$ cat src/rtl/spi_dev_pkg.sv
// Shared definitions for the SPI device receiver.
// Contents:
//   - field widths for the command, address, data and byte-enable fields
//   - the two recognised command opcodes
//   - the frame FSM state enum
//   - a helper that classifies a command byte
package spi_dev_pkg;

    localparam int CMD_W  = 8;
    localparam int ADDR_W = 32;
    localparam int DATA_W = 32;
    localparam int BE_W   = 4;

    localparam logic [CMD_W-1:0]  CMD_WRITE = 8'h02;
    localparam logic [CMD_W-1:0]  CMD_READ  = 8'h03;
    localparam logic [ADDR_W-1:0] ADDR_STEP = 32'd4;
    localparam logic [BE_W-1:0]   BE_FULL   = 4'hF;

    typedef enum logic [3:0] {
        IDLE,
        CMD,
        ADDR,
        WDATA,
        WR_REQ,
        DUMMY,
        RD_REQ,
        RD_WAIT,
        RD_OUT,
        DISCARD
    } state_t;

    function automatic logic is_known_cmd(input logic [CMD_W-1:0] cmd);
        return (cmd == CMD_WRITE) || (cmd == CMD_READ);
    endfunction

endpackage

$ cat src/rtl/spi_sync.sv
// Synchronizes the asynchronous SPI pins into clk_i and detects edges.
// Ports:
//   clk_i, rst_i        system clock, asynchronous active-high reset
//   spi_sclk/cs/sdi0    raw SPI pins
//   sclk_rise/fall      one-cycle pulses on synchronized sclk edges
//   cs_rise/fall        one-cycle pulses on synchronized chip-select edges
//   cs_level            synchronized chip-select level
//   sdi_level           synchronized MOSI, aligned with the sclk pulses
module spi_sync #(
    parameter int SYNC_STAGES = 2
) (
    input  logic clk_i,
    input  logic rst_i,
    input  logic spi_sclk,
    input  logic spi_cs,
    input  logic spi_sdi0,
    output logic sclk_rise,
    output logic sclk_fall,
    output logic cs_rise,
    output logic cs_fall,
    output logic cs_level,
    output logic sdi_level
);

    localparam int NSIG = 3;

    logic [NSIG-1:0] raw;
    logic [NSIG-1:0] sync_out;
    logic [1:0]      prev_reg;

    // bit 0 = sclk, bit 1 = cs, bit 2 = sdi; all go through equal-depth
    // chains so sdi stays aligned with the detected sclk edge.
    assign raw = {spi_sdi0, spi_cs, spi_sclk};

    genvar gi;
    generate
        for (gi = 0; gi < NSIG; gi++) begin : g_sig
            logic [SYNC_STAGES-1:0] chain_reg;

            always_ff @(posedge clk_i or posedge rst_i) begin
                if (rst_i) begin
                    chain_reg <= '0;
                end else begin
                    chain_reg <= (chain_reg << 1) | SYNC_STAGES'(raw[gi]);
                end
            end

            assign sync_out[gi] = chain_reg[SYNC_STAGES-1];
        end
    endgenerate

    always_ff @(posedge clk_i or posedge rst_i) begin
        if (rst_i) begin
            prev_reg <= '0;
        end else begin
            prev_reg <= sync_out[1:0];
        end
    end

    assign sclk_rise = sync_out[0] & ~prev_reg[0];
    assign sclk_fall = ~sync_out[0] & prev_reg[0];
    assign cs_rise   = sync_out[1] & ~prev_reg[1];
    assign cs_fall   = ~sync_out[1] & prev_reg[1];
    assign cs_level  = sync_out[1];
    assign sdi_level = sync_out[2];

endmodule

$ cat src/rtl/spi_dev_rx.sv
// SPI (mode 0) device that turns frames into 32-bit memory bus transfers.
// Frame: cmd[7:0], addr[31:0], payload. 0x02 = burst write, 0x03 = single
// read with DUMMY_CYC sclk cycles between address and read data.
// Ports:
//   clk_i, rst_i        system clock, asynchronous active-high reset
//   spi_sclk/cs/sdi0    SPI inputs (cs active low), spi_sdo0 MISO
//   mem_*               request/grant memory bus, rvalid/rdata response
//   err_o               one-cycle pulse when read data missed the dummy window
//   busy_o              frame or bus transfer in progress
module spi_dev_rx
    import spi_dev_pkg::*;
#(
    parameter int DUMMY_CYC   = 8,
    parameter int SYNC_STAGES = 2
) (
    input  logic              clk_i,
    input  logic              rst_i,
    input  logic              spi_sclk,
    input  logic              spi_cs,
    input  logic              spi_sdi0,
    output logic              spi_sdo0,
    output logic              mem_req_o,
    input  logic              mem_gnt_i,
    output logic              mem_we_o,
    output logic [ADDR_W-1:0] mem_addr_o,
    output logic [DATA_W-1:0] mem_wdata_o,
    output logic [BE_W-1:0]   mem_be_o,
    input  logic              mem_rvalid_i,
    input  logic [DATA_W-1:0] mem_rdata_i,
    output logic              err_o,
    output logic              busy_o
);

    localparam int DCNT_W = $clog2(DUMMY_CYC + 1);

    logic sclk_rise, sclk_fall, cs_rise, cs_fall, cs_level, sdi_level;

    spi_sync #(
        .SYNC_STAGES(SYNC_STAGES)
    ) u_sync (
        .clk_i     (clk_i),
        .rst_i     (rst_i),
        .spi_sclk  (spi_sclk),
        .spi_cs    (spi_cs),
        .spi_sdi0  (spi_sdi0),
        .sclk_rise (sclk_rise),
        .sclk_fall (sclk_fall),
        .cs_rise   (cs_rise),
        .cs_fall   (cs_fall),
        .cs_level  (cs_level),
        .sdi_level (sdi_level)
    );

    state_t              state_reg;
    logic [5:0]          bit_cnt_reg;
    logic [DATA_W-1:0]   shift_reg;
    logic [CMD_W-1:0]    cmd_reg;
    logic [ADDR_W-1:0]   addr_reg;
    logic [DCNT_W-1:0]   dummy_cnt_reg;
    logic                req_reg;
    logic                we_reg;
    logic [ADDR_W-1:0]   mem_addr_reg;
    logic [DATA_W-1:0]   wdata_reg;
    logic [BE_W-1:0]     be_reg;
    logic                err_reg;
    logic                sdo_reg;
    logic                abort_reg;       // cs rose while a request was pending
    logic                drop_rvalid_reg; // next rvalid belongs to an abandoned read
    logic                underrun_reg;    // dummy window ended before the grant

    logic [DATA_W-1:0]   shift_in;
    logic                dummy_end;
    logic                in_rd_phase;

    assign shift_in    = {shift_reg[DATA_W-2:0], sdi_level};
    assign in_rd_phase = (state_reg == RD_REQ) || (state_reg == RD_WAIT) ||
                         (state_reg == DUMMY);
    // Last dummy clock: the following falling edge must present data bit 31.
    assign dummy_end   = sclk_rise && (dummy_cnt_reg == DCNT_W'(DUMMY_CYC - 1));

    always_ff @(posedge clk_i or posedge rst_i) begin
        if (rst_i) begin
            state_reg       <= IDLE;
            bit_cnt_reg     <= '0;
            shift_reg       <= '0;
            cmd_reg         <= '0;
            addr_reg        <= '0;
            dummy_cnt_reg   <= '0;
            req_reg         <= 1'b0;
            we_reg          <= 1'b0;
            mem_addr_reg    <= '0;
            wdata_reg       <= '0;
            be_reg          <= '0;
            err_reg         <= 1'b0;
            sdo_reg         <= 1'b0;
            abort_reg       <= 1'b0;
            drop_rvalid_reg <= 1'b0;
            underrun_reg    <= 1'b0;
        end else begin
            err_reg <= 1'b0;
            if (state_reg != RD_OUT || cs_level) begin
                sdo_reg <= 1'b0;
            end
            // A 1-bit drop flag assumes the stale rvalid shows up before the
            // next read is granted (at least one full frame later).
            if (mem_rvalid_i && drop_rvalid_reg) begin
                drop_rvalid_reg <= 1'b0;
            end
            if (in_rd_phase && sclk_rise) begin
                dummy_cnt_reg <= dummy_cnt_reg + DCNT_W'(1);
            end

            case (state_reg)
                IDLE: begin
                    if (cs_fall) begin
                        state_reg   <= CMD;
                        bit_cnt_reg <= '0;
                    end
                end

                CMD: begin
                    if (cs_rise) begin
                        state_reg <= IDLE;
                    end else if (sclk_rise) begin
                        shift_reg   <= shift_in;
                        bit_cnt_reg <= bit_cnt_reg + 6'd1;
                        if (bit_cnt_reg == 6'(CMD_W - 1)) begin
                            cmd_reg     <= shift_in[CMD_W-1:0];
                            bit_cnt_reg <= '0;
                            state_reg   <= is_known_cmd(shift_in[CMD_W-1:0]) ? ADDR : DISCARD;
                        end
                    end
                end

                ADDR: begin
                    if (cs_rise) begin
                        state_reg <= IDLE;
                    end else if (sclk_rise) begin
                        shift_reg   <= shift_in;
                        bit_cnt_reg <= bit_cnt_reg + 6'd1;
                        if (bit_cnt_reg == 6'(ADDR_W - 1)) begin
                            bit_cnt_reg <= '0;
                            if (cmd_reg == CMD_WRITE) begin
                                addr_reg  <= shift_in;
                                state_reg <= WDATA;
                            end else begin
                                mem_addr_reg  <= shift_in;
                                wdata_reg     <= '0;
                                we_reg        <= 1'b0;
                                be_reg        <= BE_FULL;
                                req_reg       <= 1'b1;
                                dummy_cnt_reg <= '0;
                                underrun_reg  <= 1'b0;
                                state_reg     <= RD_REQ;
                            end
                        end
                    end
                end

                WDATA: begin
                    // cs rising here drops any partial word
                    if (cs_rise) begin
                        state_reg <= IDLE;
                    end else if (sclk_rise) begin
                        shift_reg   <= shift_in;
                        bit_cnt_reg <= bit_cnt_reg + 6'd1;
                        if (bit_cnt_reg == 6'(DATA_W - 1)) begin
                            bit_cnt_reg  <= '0;
                            mem_addr_reg <= addr_reg;
                            addr_reg     <= addr_reg + ADDR_STEP;
                            wdata_reg    <= shift_in;
                            we_reg       <= 1'b1;
                            be_reg       <= BE_FULL;
                            req_reg      <= 1'b1;
                            state_reg    <= WR_REQ;
                        end
                    end
                end

                WR_REQ: begin
                    if (cs_rise) begin
                        abort_reg <= 1'b1;
                    end
                    // Keep receiving the next word while waiting for the grant;
                    // the counter wraps so word alignment survives a long stall.
                    if (sclk_rise && !abort_reg && !cs_rise) begin
                        shift_reg   <= shift_in;
                        bit_cnt_reg <= (bit_cnt_reg == 6'(DATA_W - 1)) ? 6'd0 : bit_cnt_reg + 6'd1;
                    end
                    if (mem_gnt_i) begin
                        req_reg <= 1'b0;
                        if (abort_reg || cs_rise) begin
                            abort_reg <= 1'b0;
                            state_reg <= IDLE;
                        end else begin
                            state_reg <= WDATA;
                        end
                    end
                end

                RD_REQ: begin
                    if (cs_rise) begin
                        abort_reg <= 1'b1;
                    end
                    if (dummy_end && !underrun_reg && !abort_reg && !cs_rise) begin
                        underrun_reg <= 1'b1;
                        err_reg      <= 1'b1;
                    end
                    if (mem_gnt_i) begin
                        req_reg <= 1'b0;
                        if (abort_reg || cs_rise) begin
                            abort_reg       <= 1'b0;
                            drop_rvalid_reg <= 1'b1;
                            state_reg       <= IDLE;
                        end else if (underrun_reg || dummy_end) begin
                            // Too late for this frame: send zeros, eat the rvalid
                            shift_reg       <= '0;
                            bit_cnt_reg     <= '0;
                            drop_rvalid_reg <= 1'b1;
                            state_reg       <= RD_OUT;
                        end else begin
                            state_reg <= RD_WAIT;
                        end
                    end
                end

                RD_WAIT: begin
                    if (cs_rise) begin
                        drop_rvalid_reg <= !(mem_rvalid_i && !drop_rvalid_reg);
                        state_reg       <= IDLE;
                    end else if (mem_rvalid_i && !drop_rvalid_reg) begin
                        shift_reg <= mem_rdata_i;
                        if (dummy_end) begin
                            bit_cnt_reg <= '0;
                            state_reg   <= RD_OUT;
                        end else begin
                            state_reg <= DUMMY;
                        end
                    end else if (dummy_end) begin
                        shift_reg       <= '0;
                        bit_cnt_reg     <= '0;
                        err_reg         <= 1'b1;
                        drop_rvalid_reg <= 1'b1;
                        state_reg       <= RD_OUT;
                    end
                end

                DUMMY: begin
                    if (cs_rise) begin
                        state_reg <= IDLE;
                    end else if (dummy_end) begin
                        bit_cnt_reg <= '0;
                        state_reg   <= RD_OUT;
                    end
                end

                RD_OUT: begin
                    if (cs_rise) begin
                        sdo_reg   <= 1'b0;
                        state_reg <= IDLE;
                    end else if (sclk_fall) begin
                        if (bit_cnt_reg == 6'(DATA_W)) begin
                            sdo_reg   <= 1'b0;
                            state_reg <= DISCARD;
                        end else begin
                            sdo_reg     <= shift_reg[DATA_W-1];
                            shift_reg   <= {shift_reg[DATA_W-2:0], 1'b0};
                            bit_cnt_reg <= bit_cnt_reg + 6'd1;
                        end
                    end
                end

                DISCARD: begin
                    if (cs_rise) begin
                        state_reg <= IDLE;
                    end
                end

                default: begin
                    state_reg <= IDLE;
                end
            endcase
        end
    end

    assign spi_sdo0    = sdo_reg;
    assign mem_req_o   = req_reg;
    assign mem_we_o    = we_reg;
    assign mem_addr_o  = mem_addr_reg;
    assign mem_wdata_o = wdata_reg;
    assign mem_be_o    = be_reg;
    assign err_o       = err_reg;
    assign busy_o      = (state_reg != IDLE) || drop_rvalid_reg;

endmodule

$ cat config.mk
export PLATFORM = sky130hd
export DESIGN_NAME = spi_dev_rx
export DESIGN_NICKNAME = d
export VERILOG_FILES = /design/src/rtl/spi_dev_pkg.sv /design/src/rtl/spi_sync.sv /design/src/rtl/spi_dev_rx.sv
export SDC_FILE = /design/constraint.sdc
export NUM_CORES = 1
export LEC_CHECK = 0
export BUFFER_PORTS_ARGS = -buffer_cell sky130_fd_sc_hd__buf_2
export CORE_UTILIZATION = 39
export DETAILED_ROUTE_END_ITERATION = 16
export PLACE_DENSITY = 0.59
export RECOVER_POWER = 25
export SETUP_SLACK_MARGIN = 0.3
export SYNTH_ARGS = -nofsm -noshare
export SYNTH_HDL_FRONTEND = slang
export SYNTH_HIERARCHICAL = 1
export SYNTH_SLANG_ARGS = --single-unit
export TNS_END_PERCENT = 30
$ cat constraint.sdc
create_clock -name clk_i -period 11.1 [get_ports clk_i]
set_clock_uncertainty 0.15 [all_clocks]
set_input_delay 2.22 -clock clk_i [delete_from_list [all_inputs] [get_ports clk_i]]
set_output_delay 2.22 -clock clk_i [all_outputs]
set_load 0.03 [all_outputs]
==> results of run 1 <==
==> worst max-delay path: stages (launching register included) <==
cell      delay [ns]
dfrtp_1         0.62
and4bb_1        0.75
clkbuf_1        2.78
nand2_1         0.53
nor4_1          0.58
nor3_1          0.08
a31oi_1         0.22
o221a_2         0.19
==> report_power, final <==
part	leakage, nW	internal, mW	switching, mW
registers	2.27	0.644	0.0684
clock network	0.285	0.357	0.262
logic	2.00	0.180	0.220
==> area by class of cell <==
class / count / area (sq um) / area share (%)
clock buffers: 18 / 429 / 4.39
clock inverters: 14 / 176 / 1.81
inverters: 14 / 53.8 / 0.551
multi-input cells: 651 / 4000 / 41.0
flip-flops and latches: 166 / 4150 / 42.5
well taps: 275 / 344 / 3.52
repair buffers: 119 / 606 / 6.20
==> per-layer routing <==
metal  part of all wire, %  track usage, %  up-vias
li1                      -               -     3367
met4                   1.2            5.10        0
met1                    49            30.2     3439
met2                    45            31.9      172
met3                   4.6            3.36       23
met5                     0               0        -
==> kinds of logic (layout without fill, tap and decap cells) <==
family                   after synthesis  in the layout  synth area share [%]
AO/OA/AOI/OAI                        227            227                  17.9
XOR/XNOR                               3              3                 0.306
adder cells (fa/ha/maj)                4              4                 0.583
buffers and inverters                 81            165                  5.07
flip-flops                           166            166                  48.4
multiplexers                          45             45                  7.18
AND/OR/NAND/NOR                      372            372                  20.6
==> cells in the final DEF, fill, tap and decap left out, drive strengths merged, types with 4 or more instances in the layout <==
cell type | netlist | layout
nand2 | 172 | 172
dfrtp | 166 | 166
buf | 30 | 115
nor2 | 68 | 68
o21ai | 46 | 46
nand3 | 45 | 45
a21oi | 44 | 44
mux2 | 43 | 43
a22o | 37 | 37
a31oi | 34 | 34
clkbuf | 37 | 22
nor3 | 20 | 20
inv | 14 | 16
a211oi | 13 | 13
and3 | 10 | 10
o22ai | 8 | 8
nand4 | 8 | 8
nand2b | 7 | 7
nor4 | 7 | 7
nor2b | 6 | 6
or3 | 5 | 5
a2bb2oi | 5 | 5
clkinvlp | 0 | 5
a22oi | 4 | 4
o31ai | 4 | 4
a311oi | 4 | 4
ha | 4 | 4
and2b | 4 | 4
clkinv | 0 | 4
==> how the worst max path moves through the flow <==
stage                   endpoint         start  cells past startpoint
finish              addr_reg[15]  state_reg[2]                      7
global route        addr_reg[15]  state_reg[2]                      7
CTS                       busy_o  state_reg[1]                      3
detailed placement  shift_reg[4]  mem_rvalid_i                      7
global placement    shift_reg[4]  mem_rvalid_i                      7
floorplan              abort_reg         rst_i                      1
==> flow_metrics.py, run 1 <==
metrics = {
    "outcome": {
        "failed_checks": "capacitance limit, slew limit",
        "status": "complete, but fails checks",
    },
    "drt": {
        "drt-total-wl_um": 22600,
        "drc": 0,
        "wl_per_cell_um": 18.0,
        "antenna_left": 0,
        "viasPerCell": 5.57,
        "drtPass1Iterations": 7,
        "drtIter0Drc": 603,
        "num_vias": 7001,
    },
    "synth": {
        "syn_inst": 898,
        "ys.flop_type": "dfrtp_1",
        "async_flop_share_pct": 100,
        "synth_nets": 941,
        "syn_area_sq_mm": 0.00859,
        "yosysMostFrequentCell": "nand2_1",
        "synth_top_area_share_pct": 48.4,
        "synth-seq-cells": 166,
        "synth_area_leaders": "dfrtp_1 (48%), nand2_1 (7.5%), mux2_4 (5.2%), a22o_1 (3.8%), nor2_1 (2.9%)",
        "postSynthAreaPerCell_sq_um": 9.56,
        "synth.distinct_cells": 74,
        "yosysWarningCount": 6,
        "yosys-top-cells-count": "nand2_1 (172), dfrtp_1 (166), nor2_1 (66)",
        "synth_edf_count": 0,
        "yosysTopAreaCell": "dfrtp_1",
        "ys_seq_area_share_pct": 48.4,
    },
    "final_layout": {
        "area_growth_syn_to_layout_pct": 13.7,
        "final_cells": 1257,
        "nNetsFinal": 1012,
        "n_antenna_cell": 0,
        "num-fill-cells": 2101,
        "drive_above_1_share_pct": 21.5,
        "fin_area_sq_mm": 0.00977,
        "fin_util_pct": 45.9,
    },
    "worst_setup_path": {
        "rr_endpoint": "addr_reg[15]",
        "r2r_cells": 7,
        "r2r_slack_ns": 5.08,
        "worstPathArrival_ns": 6.24,
        "r2r_start": "state_reg[2]",
        "start_kind": "flip-flop",
        "crit_required_ns": 11.32,
        "path_class": "reg -> reg",
        "cp-end-kind": "flip-flop",
        "critPathMaxFanout": 90,
    },
    "sta": {
        "fin_ws_ns": 5.08,
        "setup_viol": 0,
        "slew_headroom_pct": -185,
        "period_minus_slack_ns": 6.02,
        "layout_worst_path_cycle_share_pct": 54.3,
        "fmax_mhz": 166,
        "finalMaxSlewViolations": 226,
        "rsz0062_at_grt": "false",
        "hold_viol_final": 0,
        "worst_slew_pin_slew_ns": 4.25,
        "tns_ns": 0,
        "whs_ns": 0.198,
    },
    "placement": {
        "dp_slack_ns": 6.69,
        "gp_congestion": 0.878,
        "hpwlAfterDp_um": 14400,
        "dp_cells": 1225,
        "place_area_sq_mm": 0.00918,
        "portBuffers": 111,
    },
    "grt": {
        "grt-ovfl-total": 0,
        "antenna_found_initial": 0,
        "grt_pass1_vias": 6461,
        "grt_pass1_wl_um": 36200,
        "grt_use_total_pct": 20.7,
        "grt_max_degree": 93,
    },
    "hold_path": {
        "min-delay-start": "u_sync/g_sig[0].chain_reg[0]",
        "min_to": "u_sync/g_sig[0].chain_reg[1]",
        "hp-class": "reg -> reg",
        "whs_path_depth": 0,
    },
    "clock_network": {
        "cts_resized": 0,
        "clock_path_buffers": 2,
        "clock-sinks": 166,
        "clockRootBuffer": "clkbuf_16",
        "insertion_delay_ns": 0.43,
        "clk_pin_slew_ns": 0.07,
        "cts_setup_buffers": 0,
        "cts_tree": "yes",
        "cts_htree_levels": 4,
        "hold_buffers": 0,
        "cts_buffers": 17,
    },
    "floorplan": {
        "io_pins": 112,
        "coreArea_sq_mm": 0.0213,
        "die_y_um": 150,
        "die-area_sq_mm": 0.0226,
        "rows": 53,
        "initial_core_util_pct": 40.3,
        "die_w_um": 150,
    },
    "power": {
        "leakage_nw": 4.56,
        "p_per_area_mw_per_mm2": 177,
        "ir_drop_uv": 110,
        "power_mw": 1.73,
    },
    "job": {
        "maxCapViolCount": 3,
    },
}
Power figures use the tool's default switching activity.
==> inputs of run 2 (changes only) <==
--- a/config.mk
+++ b/config.mk
@@ -8,7 +8,7 @@
 export BUFFER_PORTS_ARGS = -buffer_cell sky130_fd_sc_hd__buf_2
 export CORE_UTILIZATION = 39
 export DETAILED_ROUTE_END_ITERATION = 16
-export PLACE_DENSITY = 0.59
+export PLACE_DENSITY = 0.61
 export RECOVER_POWER = 25
 export SETUP_SLACK_MARGIN = 0.3
 export SYNTH_ARGS = -nofsm -noshare
==> constraint.sdc (replaced) <==
create_clock -name clk_i -period 5.39 [get_ports clk_i]
set_clock_uncertainty 0.15 [all_clocks]
set_input_delay 1.078 -clock clk_i [delete_from_list [all_inputs] [get_ports clk_i]]
set_output_delay 1.078 -clock clk_i [all_outputs]
set_load 0.03 [all_outputs]
==> flow_metrics.py, run 2 (same netlist as run 1, synthesis figures left out) <==
metrics = {
    "outcome": {
        "status": "complete, but fails checks",
        "failed_checks": "capacitance limit, slew limit",
    },
    "grt": {
        "grt_pass1_vias": 6685,
        "antenna_found_initial": 0,
        "grt_use_total_pct": 20.6,
        "grt_max_degree": 80,
        "grt-ovfl-total": 0,
        "grt_pass1_wl_um": 35900,
    },
    "clock_network": {
        "insertion_delay_ns": 0.43,
        "cts_tree": "yes",
        "cts_htree_levels": 4,
        "clk_pin_slew_ns": 0.07,
        "clock-sinks": 166,
        "cts_setup_buffers": 0,
        "clockRootBuffer": "clkbuf_16",
        "cts_buffers": 17,
        "hold_buffers": 0,
        "clock_path_buffers": 2,
        "cts_resized": 0,
    },
    "power": {
        "leakage_nw": 4.58,
        "power_mw": 3.58,
        "p_per_area_mw_per_mm2": 365,
        "ir_drop_uv": 302,
    },
    "floorplan": {
        "die_y_um": 150,
        "initial_core_util_pct": 40.3,
        "rows": 53,
        "die-area_sq_mm": 0.0226,
        "io_pins": 112,
        "coreArea_sq_mm": 0.0213,
        "die_w_um": 150,
    },
    "placement": {
        "place_area_sq_mm": 0.00919,
        "gp_congestion": 0.870,
        "portBuffers": 111,
        "hpwlAfterDp_um": 14600,
    },
    "sta": {
        "tns_ns": 0,
        "layout_worst_path_cycle_share_pct": 66.1,
        "worst_slew_pin_slew_ns": 1.99,
        "period_minus_slack_ns": 3.56,
        "fmax_mhz": 281,
        "rsz0062_at_grt": "false",
        "setup_viol": 0,
        "slew_headroom_pct": -33.0,
        "hold_viol_final": 0,
        "finalMaxSlewViolations": 80,
    },
    "worst_setup_path": {
        "critPathMaxFanout": 79,
        "path_class": "in -> async",
        "cp-end-kind": "asynchronous set/reset pin",
        "crit_required_ns": 5.39,
        "start_kind": "primary input",
        "worstPathArrival_ns": 3.56,
        "r2r_cells": 8,
    },
    "drt": {
        "drc": 0,
        "antenna_left": 0,
        "drt-total-wl_um": 22200,
        "wl_per_cell_um": 17.7,
        "drtIter0Drc": 509,
        "viasPerCell": 5.54,
        "drtPass1Iterations": 5,
        "num_vias": 6969,
    },
    "final_layout": {
        "n_antenna_cell": 0,
        "area_growth_syn_to_layout_pct": 14.0,
        "layout_common_cells": "nand2_1 (171), dfrtp_1 (166), buf_2 (110)",
        "nNetsFinal": 1012,
        "final_common_cell": "nand2_1",
        "drive_above_1_share_pct": 22.1,
        "fin_area_sq_mm": 0.00979,
    },
    "hold_path": {
        "whs_path_depth": 0,
        "hp-class": "reg -> reg",
    },
    "job": {
        "maxCapViolCount": 1,
    },
}
run 2: cell count changes in the layout (fill, tap and decap cells not counted), sizes merged:
cell and change:
buf +2, clkbuf -3, clkinv -2, clkinvlp -1, inv +4
run 2: cell type report:
type	count	area [sq um]
Clock buffer	17	425
Clock inverter	15	193
Fill cell	2081	11500
Inverter	14	53.8
Multi-Input combinational cell	651	4010
Sequential cell	166	4150
Tap cell	275	344
Timing Repair Buffer	119	612
run 2: path summary, 6_finish.rpt:
path | startpoint | endpoint | slack, ns
worst max register to register | bit_cnt_reg[0] | mem_addr_o[2] | 2.09
worst min register to register | u_sync/g_sig[0].chain_reg[0] | u_sync/g_sig[0].chain_reg[1] | 0.20
min in group asynchronous | rst_i | u_sync/g_sig[0].chain_reg[1] | 0.43
worst min-delay path | u_sync/g_sig[0].chain_reg[0] | u_sync/g_sig[0].chain_reg[1] | 0.20
max in group clk_i | bit_cnt_reg[0] | mem_addr_o[2] | 2.09
worst max-delay path | rst_i | addr_reg[20] | 1.83
run 2: layer usage:
metal	GRT usage [%]	wire length, um
met2	32.6	10500
met5	0	0
met3	3.82	983
met4	6.11	311
met1	28.4	10400
run 2: power by group:
group	switching [mW]	total, mW	internal (mW)
combinational	0.426	0.792	0.366
sequential	0.164	1.49	1.32
clock	0.556	1.30	0.743
total	1.15	3.58	2.43
run 2: stage by stage:
step | hold WS [ns] | util, % | worst slack (ns) | cells
floorplan | 0.181 | - | 2.16 | 898
global route | 0.209 | 46.0 | 1.23 | 1257
finish | 0.200 | 46.0 | 1.83 | 1257
global placement | 0.184 | 43.2 | 2.12 | 1225
detailed placement | 0.185 | 43.2 | 2.09 | 1225
CTS | 0.201 | 46.1 | 2.07 | 1257
run 2: critical path, cell delays in order:
cell	delay [ns]
clkbuf_1	0.09
clkinvlp_2	0.76
clkbuf_2	1.54
==> inputs of run 3 (changes only) <==
--- a/config.mk
+++ b/config.mk
@@ -5,10 +5,11 @@
 export SDC_FILE = /design/constraint.sdc
 export NUM_CORES = 1
 export LEC_CHECK = 0
+export ABC_AREA = 1
 export BUFFER_PORTS_ARGS = -buffer_cell sky130_fd_sc_hd__buf_2
 export CORE_UTILIZATION = 39
 export DETAILED_ROUTE_END_ITERATION = 16
-export PLACE_DENSITY = 0.61
+export PLACE_DENSITY = 0.58
 export RECOVER_POWER = 25
 export SETUP_SLACK_MARGIN = 0.3
 export SYNTH_ARGS = -nofsm -noshare
==> constraint.sdc (replaced) <==
create_clock -name clk_i -period 3.42 [get_ports clk_i]
set_clock_uncertainty 0.15 [all_clocks]
set_input_delay 0.684 -clock clk_i [delete_from_list [all_inputs] [get_ports clk_i]]
set_output_delay 0.684 -clock clk_i [all_outputs]
set_load 0.03 [all_outputs]
==> flow_metrics.py, run 3 <==
metrics = {
    "final_layout": {
        "drive_above_1_share_pct": 15.7,
        "layout_common_cells": "nand2_1 (455), dfrtp_1 (166), inv_1 (116)",
        "area_growth_syn_to_layout_pct": 14.5,
        "num-fill-cells": 2362,
        "fin_util_pct": 45.7,
        "n_antenna_cell": 0,
        "final_common_cell": "nand2_1",
        "nNetsFinal": 1390,
    },
    "grt": {
        "antenna_found_initial": 0,
        "grt-ovfl-total": 0,
        "grt_pass1_wl_um": 44000,
        "grt_max_degree": 50,
        "grt_use_total_pct": 23.7,
        "grt_pass1_vias": 8080,
    },
    "sta": {
        "hold_viol_final": 0,
        "period_minus_slack_ns": 2.45,
        "finalMaxSlewViolations": 0,
        "rsz0062_at_grt": "false",
        "fmax_mhz": 408,
        "worst_slew_pin_slew_ns": 1.23,
        "whs_ns": 0.0262,
        "setup_viol": 0,
        "layout_worst_path_cycle_share_pct": 71.7,
        "tns_ns": 0,
        "slew_headroom_pct": 18.2,
    },
    "synth": {
        "syn_area_sq_mm": 0.00906,
        "ys_seq_area_share_pct": 45.8,
        "async_flop_share_pct": 100,
        "ys.flop_type": "dfrtp_1",
        "syn_inst": 1250,
        "yosysMostFrequentCell": "nand2_1",
        "yosysTopAreaCell": "dfrtp_1",
        "synth_nets": 1293,
        "yosysWarningCount": 6,
        "synth-seq-cells": 166,
        "yosys-top-cells-count": "nand2_1 (455), dfrtp_1 (166), inv_1 (117)",
        "postSynthAreaPerCell_sq_um": 7.25,
        "synth_edf_count": 0,
        "synth.distinct_cells": 39,
        "synth_area_leaders": "dfrtp_1 (46%), nand2_1 (19%), nand3_1 (5.2%), o21ai_0 (5.1%), inv_1 (4.8%)",
        "synth_top_area_share_pct": 45.8,
    },
    "worst_setup_path": {
        "critPathTopFamily": "flip-flops",
        "crit_top_cell": "nand2_1",
        "cp-end-kind": "output port",
        "critPathBufInv": 2,
        "critPathMaxFanout": 5,
        "start_kind": "flip-flop",
        "worstPathArrival_ns": 1.62,
        "crit_path_cell_trace": "inv_2 -> nand2_1 -> nor2_1 -> nand2_1 -> buf_2",
        "path_class": "reg -> out",
        "critPathSlowestCell": "dfrtp_1",
        "max_stage_delay_ns": 0.46,
        "crit_required_ns": 2.59,
    },
    "clock_network": {
        "clock-sinks": 166,
        "clk_pin_slew_ns": 0.07,
        "cts_htree_levels": 4,
        "cts_setup_buffers": 0,
        "hold_buffers": 0,
        "cts_resized": 0,
        "clockRootBuffer": "clkbuf_16",
        "insertion_delay_ns": 0.43,
        "cts_tree": "yes",
        "clock_path_buffers": 2,
        "cts_buffers": 17,
    },
    "drt": {
        "drc": 0,
        "drt-total-wl_um": 27200,
        "drtIter0Drc": 491,
        "num_vias": 8491,
        "drtPass1Iterations": 5,
        "viasPerCell": 5.16,
        "wl_per_cell_um": 16.5,
        "antenna_left": 0,
    },
    "hold_path": {
        "hp-class": "in -> async",
    },
    "floorplan": {
        "coreArea_sq_mm": 0.0227,
        "die-area_sq_mm": 0.0239,
        "die_y_um": 154,
        "initial_core_util_pct": 39.9,
        "io_pins": 112,
        "rows": 55,
        "die_w_um": 154,
    },
    "outcome": {
        "status": "complete, no violations",
    },
    "placement": {
        "hpwlAfterDp_um": 19600,
        "gp_congestion": 0.910,
        "portBuffers": 111,
    },
    "job": {
        "maxCapViolCount": 0,
    },
    "power": {
        "ir_drop_uv": 409,
        "leakage_nw": 5.29,
        "p_per_area_mw_per_mm2": 551,
    },
}
## run 3: area by class of cell
| class | count | area [sq um] | area share (%) |
|---|---|---|---|
| sequential | 166 | 4150 | 40.0 |
| clock inverter | 14 | 125 | 1.21 |
| inverter | 127 | 478 | 4.61 |
| clock buffer | 18 | 429 | 4.14 |
| timing repair buffer | 131 | 699 | 6.74 |
| multi-input combinational | 904 | 4130 | 39.8 |
| tap | 285 | 357 | 3.44 |
## run 3: worst reg2reg max path: stages, from the launching register on
cell and delay, ns:
dfrtp_1 0.37, inv_1 0.05, nor2_1 0.16, nand4_1 0.42
nand3_1 0.20, nand3_1 0.15, nor2_4 0.17, nand3_4 0.35
nand2_1 0.19, nand2_1 0.07
## run 3: path summary, 6_finish.rpt
path / slack, ns / start / to / cells past startpoint
setup / recovery: 0.97 / state_reg[3] / busy_o / 5
hold / removal: 0.03 / rst_i / u_sync/g_sig[1].chain_reg[0] / 2
setup reg to reg: 1.02 / u_sync/g_sig[0].chain_reg[1] / shift_reg[26] / 9
hold reg to reg: 0.20 / u_sync/g_sig[0].chain_reg[0] / u_sync/g_sig[0].chain_reg[1] / 0
max in group asynchronous: 1.12 / rst_i / shift_reg[21] / 3
min in group clk_i: 0.20 / u_sync/g_sig[0].chain_reg[0] / u_sync/g_sig[0].chain_reg[1] / 0
## run 3: kinds of logic after synthesis
| family | Yosys count | share of synthesized area, % |
|---|---|---|
| multiplexers | 1 | 0.110 |
| adder cells (fa/ha/maj) | 4 | 0.552 |
| AO/OA/AOI/OAI | 165 | 9.89 |
| flip-flops | 166 | 45.8 |
| XOR/XNOR | 2 | 0.193 |
| AND/OR/NAND/NOR | 732 | 34.8 |
| buffers and inverters | 180 | 8.66 |
## run 3: per-stage QoR
step / worst slack, ns / power [mW] / area [sq um] / std cells
floorplan: 0.585 / 3.43 / 9070 / 1250
global placement: 1.05 / 3.87 / 9850 / 1613
detailed placement: 1.03 / 3.87 / 9850 / 1613
CTS: 0.967 / 5.76 / 10400 / 1645
global route: 0.660 / 6.05 / 10400 / 1645
finish: 0.969 / 5.71 / 10400 / 1645
## run 3: power breakdown
group | leakage, nW | internal [mW] | switching, mW | total, mW
logic | 2.74 | 0.413 | 1.19 | 1.60
registers | 2.28 | 2.11 | 0.137 | 2.25
clock network | 0.268 | 1.01 | 0.859 | 1.87
total | 5.29 | 3.53 | 2.18 | 5.71
## run 3: layer usage
layer | vias to the layer above | global-route usage, % | routed length [um]
li1 | 4211 | - | -
met1 | 4037 | 32.3 | 12700
met2 | 214 | 38.4 | 12700
met3 | 29 | 4.34 | 1270
met4 | 0 | 6.93 | 438
met5 | - | 0 | 0
